$ cat src/rtl/lstm_seq_driver.sv
// lstm_seq_driver: steps a combinational LSTM cell through a sequence of
// input samples. Each sample is held against the cell for a settle window.
// The cell's result is then captured as the next state and emitted as one h
// per step on a valid/ready stream.
module lstm_seq_driver #(
    parameter int DATA_WIDTH    = 16,
    parameter int FRACT_WIDTH   = 8,
    parameter int SEQ_LEN_W     = 8,
    parameter int SETTLE_CYCLES = 2
) (
    input  logic                         clk,
    input  logic                         rst,
    input  logic                         start,
    input  logic        [SEQ_LEN_W-1:0]  seq_len,
    input  logic signed [DATA_WIDTH-1:0] c_init,
    input  logic signed [DATA_WIDTH-1:0] h_init,
    input  logic                         x_valid,
    input  logic signed [DATA_WIDTH-1:0] x_data,
    output logic                         x_ready,
    output logic signed [DATA_WIDTH-1:0] cell_x,
    output logic signed [DATA_WIDTH-1:0] cell_c_in,
    output logic signed [DATA_WIDTH-1:0] cell_h_in,
    input  logic signed [DATA_WIDTH-1:0] cell_c_out,
    input  logic signed [DATA_WIDTH-1:0] cell_h_out,
    output logic                         h_valid,
    output logic signed [DATA_WIDTH-1:0] h_data,
    output logic                         h_last,
    input  logic                         h_ready,
    output logic                         busy,
    output logic                         done,
    output logic signed [DATA_WIDTH-1:0] c_final
);

    // The settle counter only has to reach SETTLE_CYCLES-1.
    localparam int CNT_W = (SETTLE_CYCLES > 1) ? $clog2(SETTLE_CYCLES) : 1;

    // Reject parameter sets that make the settle window or the Q format meaningless.
    if (SETTLE_CYCLES < 1 || FRACT_WIDTH >= DATA_WIDTH) begin : g_bad_params
        $error("lstm_seq_driver: illegal parameter values");
    end

    typedef enum logic [1:0] {IDLE, LOAD, SETTLE, EMIT} state_t;

    state_t               state, state_next;
    logic [SEQ_LEN_W-1:0] len_reg;
    logic [SEQ_LEN_W-1:0] step;
    logic [CNT_W-1:0]     cnt;
    logic                 done_next;
    logic                 seq_go;
    logic                 settle_end;
    logic                 last_step;

    assign seq_go     = (state == IDLE) && start && (seq_len != '0);
    assign settle_end = (state == SETTLE) && (cnt == CNT_W'(SETTLE_CYCLES - 1));
    // len_reg is never 0 inside a sequence, so step never passes len_reg-1 and cannot wrap.
    assign last_step  = (step == len_reg - SEQ_LEN_W'(1));

    // State register and the one-cycle completion pulse.
    always_ff @(posedge clk or posedge rst) begin
        if (rst) begin
            state <= IDLE;
            done  <= 1'b0;
        end else begin
            state <= state_next;
            done  <= done_next;
        end
    end

    // Next-state logic and the handshake/status outputs decoded from the state.
    always_comb begin
        state_next = state;
        x_ready    = 1'b0;
        h_valid    = 1'b0;
        h_last     = 1'b0;
        busy       = 1'b1;
        done_next  = 1'b0;
        case (state)
            IDLE: begin
                busy = 1'b0;
                if (start) begin
                    if (seq_len != '0) state_next = LOAD;
                    else               done_next  = 1'b1;
                end
            end
            LOAD: begin
                x_ready = 1'b1;
                if (x_valid) state_next = SETTLE;
            end
            SETTLE: begin
                if (settle_end) state_next = EMIT;
            end
            EMIT: begin
                h_valid = 1'b1;
                h_last  = last_step;
                if (h_ready) begin
                    if (last_step) begin
                        done_next  = 1'b1;
                        state_next = IDLE;
                    end else begin
                        state_next = LOAD;
                    end
                end
            end
            default: state_next = IDLE;
        endcase
    end

    // Sequence length, step index and settle counter.
    always_ff @(posedge clk or posedge rst) begin
        if (rst) begin
            len_reg <= '0;
            step    <= '0;
            cnt     <= '0;
        end else begin
            if (seq_go) begin
                len_reg <= seq_len;
                step    <= '0;
            end
            if (state == LOAD && x_valid) cnt <= '0;
            if (state == SETTLE)          cnt <= cnt + CNT_W'(1);
            if (state == EMIT && h_ready && !last_step) step <= step + SEQ_LEN_W'(1);
        end
    end

    // Cell drive registers, recurrent state capture and the emitted h / final c.
    always_ff @(posedge clk or posedge rst) begin
        if (rst) begin
            cell_x    <= '0;
            cell_c_in <= '0;
            cell_h_in <= '0;
            h_data    <= '0;
            c_final   <= '0;
        end else begin
            if (seq_go) begin
                cell_c_in <= c_init;
                cell_h_in <= h_init;
            end
            if (state == LOAD && x_valid) cell_x <= x_data;
            if (settle_end) begin
                cell_c_in <= cell_c_out;
                cell_h_in <= cell_h_out;
                h_data    <= cell_h_out;
                c_final   <= cell_c_out;
            end
        end
    end

endmodule
$ cat config.mk
export PLATFORM = sky130hd
export DESIGN_NAME = lstm_seq_driver
export DESIGN_NICKNAME = d
export VERILOG_FILES = /design/src/rtl/lstm_seq_driver.sv
export SDC_FILE = /design/constraint.sdc
export NUM_CORES = 1
export LEC_CHECK = 0
export BUFFER_PORTS_ARGS = -buffer_cell sky130_fd_sc_hd__buf_2
export CAP_MARGIN = 20
export CORE_ASPECT_RATIO = 1.75
export CORE_MARGIN = 2
export CORE_UTILIZATION = 30
export DETAILED_ROUTE_END_ITERATION = 7
export PLACE_DENSITY_LB_ADDON = 0.08
export SLEW_MARGIN = 20
export SYNTH_ARGS = -nofsm -noshare
export SYNTH_HDL_FRONTEND = slang
export SYNTH_SLANG_ARGS = --single-unit
$ cat constraint.sdc
create_clock -name clk -period 9.9 [get_ports clk]
set_input_delay 1.98 -clock clk [delete_from_list [all_inputs] [get_ports clk]]
set_output_delay 1.98 -clock clk [all_outputs]
set_load 0.02 [all_outputs]
==> run_results.csv <==
group,metric,value,unit
routing,vias,3761,
floorplan,die-area,15800,sq um
synthesis,synth_edf_count,0,
run_status,status,"complete, no violations",
synthesis,synth_area_leaders,"dfrtp_1, nand2_1, mux2i_1",
synthesis,yosysUniqueCellTypes,46,
synthesis,ys_seq_elements,100,
global_route,grt.overflow.total,0,
routing,wl,12500,microns
timing,drv_slew,0,
min_path,worstHoldPathCells,2,
clock_tree,numCtsBuffers,9,
floorplan,rows,58,
routing,drt_iter0_markers,80,
finish,areaGrowthSynthToFinish,31.1,%
floorplan,die_y,165,microns
floorplan,pin_count,178,
job,cap_violations,0,
timing,fin_crit,4.13,ns
clock_tree,cts_tree,"yes",
synthesis,synth_area,4440,sq um
finish,drive_gt1_share,36.5,%
floorplan,initial_utilization,30.8,%
placement,dp_hpwl,9410,microns
routing,wl_per_cell,15.9,microns
power_and_ir_drop,p_leak,0.00292,uW
clock_tree,postCtsHoldBufs,0,
timing,rsz0062_at_grt,"false",
clock_tree,clock-root-buffer,"clkbuf_16",
timing,fin_setup_tns,0,ns
global_route,grt_pass1_vias,3960,
timing,period_share,41.8,%
critical_path,r2r_cells,8,
routing,drc,0,
placement,routabilityCongestion,0.795,
routing,via_per_inst,4.77,
clock_tree,cts_resized,0,
synthesis,async_flop_share,100,%
timing,skew,0.00820,ns
min_path,min_from,"c_final[0]",
critical_path,ff2ff_setup_slack,7.43,ns
synthesis,synth.top_cell.area_share,56.3,%
critical_path,crit_start,"len_reg[0]",
critical_path,startpoint_type,"flop",
synthesis,yosys.area.top_type,"dfrtp_1",
routing,ant_nets,0,
power_and_ir_drop,ir_worst_vdd,0.110,mV
critical_path,arrival,2.15,ns
clock_tree,clkSinkCount,100,
timing,worstMarginPinSlew,0.709,ns
critical_path,end_kind,"output pin",
finish,layout.nets,702,
min_path,hold_class,"reg2reg",
clock_tree,clk_pin_slew,0.07,ns
floorplan,core,14400,sq um
global_route,grt_max_degree,52,
timing,hold_violations,0,
placement,io_buffers,177,
floorplan,die_w,96.0,microns
placement,pre_cts_ws,6.11,ns
synthesis,yosys_most_used_dff,"dfrtp_1",
synthesis,postSynthAreaPerCell,10.4,sq um
synthesis,synthesis.nets,527,
critical_path,rr_endpoint,"step[5]",
synthesis,ys.warnings.count,0,
global_route,grt_usage,16.5,%
clock_tree,clk_latency,0.34,ns
critical_path,crit_type,"reg2out",
finish,num_antenna_cells,0,
clock_tree,htreeDepth,3,
synthesis,ys_seq_area_share,56.3,%
clock_tree,clk_path_buf_depth,2,
synthesis,syn_inst,428,
finish,fillers,1489,
routing,firstDrtPassIters,4,
global_route,antenna_found_initial,0,
timing,setup_viol,0,
timing,max_slew_margin,52.6,%
power_and_ir_drop,power_density,345,nW/um^2
timing,fin_ws,5.77,ns
critical_path,cp_data_required_time,7.92,ns
timing,max_freq,0.242,GHz
clock_tree,cts_setup_buffers,0,
critical_path,rr_startpoint,"len_reg[0]",
critical_path,crit_end,"h_last",
global_route,grt_pass1_wl,19900,microns
critical_path,cp_max_fo,10,
## synth_stat cells, drive strengths merged, types with 2 or more instances
cell type / count
nand2b: 2
a31oi: 2
nand2: 132
nand4: 2
and4b: 2
mux2i: 34
and2: 3
o211ai: 2
nor3: 3
o221ai: 4
mux2: 16
ha: 6
buf: 7
nor4: 4
clkbuf: 10
o21ai: 40
inv: 13
or4: 2
nor4b: 2
nand3b: 2
dfrtp: 100
and3: 3
a21oi: 6
xnor2: 5
o31ai: 3
nor2: 6
xor2: 4
nand3: 5
## cell families after synthesis
kind of cell	after synthesis	synth area share [%]
and+or+nand+nor	171	17.1
xor gates and xnor gates	9	1.94
AOI/OAI and AO/OA	62	8.47
DFF	100	56.3
muxes	50	11.7
adders and majority gates	6	1.69
buffers and inverters	30	2.82
## placed cells by master (no fill, tap or decap), drive strengths merged, types with 3 or more instances in the layout
master	synthesis	layout
nor3	3	3
nand3	5	5
xnor2	5	5
a21oi	6	6
and3	3	3
inv	13	15
nand2	132	132
dfrtp	100	100
and2	3	3
mux2	16	16
ha	6	6
nor4	4	4
nor2	6	6
o31ai	3	3
o221ai	4	4
buf	7	181
clkbuf	10	11
xor2	4	4
o21ai	40	40
mux2i	34	34
## per-stage QoR
stage	instances	total power [uW]	hold WS, ns	instance area (sq um)	util, %
detailed placement	772	1700	0.457	5540	38.3
floorplan	428	1360	0.468	4440	-
CTS	788	2050	0.477	5820	40.3
global placement	771	1670	0.453	5520	38.2
finish	788	2010	0.468	5820	40.3
global route	788	2170	0.500	5820	40.3
## worst min path at each step
stage | to | slack [ns]
3_3_place_gp | h_data[9] | 0.45
2_1_floorplan | len_reg[6] | 0.47
3_5_place_dp | c_final[1] | 0.46
5_1_grt | c_final[12] | 0.50
6_report | c_final[0] | 0.47
4_1_cts | c_final[0] | 0.48
## metal layers
metal	wire, microns	share of wire, %	track usage, %	vias up
li1	-	-	-	1814
met1	4700	38	18.9	1815
met2	6880	55	29.2	113
met3	656	5.2	3.56	19
met4	299	2.4	6.62	0
met5	0	0	0	-
## critical path, cell delays in order, from the launching register on
cell and delay [ns]:
dfrtp_1 0.41, inv_1 0.07, ha_1 0.32, nor4b_2 0.31, o31ai_2 0.14, a21oi_1 0.13, nor4b_1 0.23, buf_2 0.21
## report_power, final
group / leakage, uW / internal (uW) / switching, uW / total [uW]
registers: 0.00122 / 609 / 134 / 743
logic: 0.00156 / 347 / 580 / 927
clock network: 0.000138 / 181 / 160 / 341
total: 0.00292 / 1140 / 874 / 2010
## layout make-up
type,instances,area (sq um),area share (%)
inverters,13,51.3,0.881
well taps,180,225,3.87
multi-input cells,298,1830,31.4
clock inverters,5,45.0,0.773
flip-flops and latches,100,2500,43.0
clock buffers,11,243,4.17
repair buffers,181,928,15.9
Note: power is estimated with default switching activity, not from simulation.
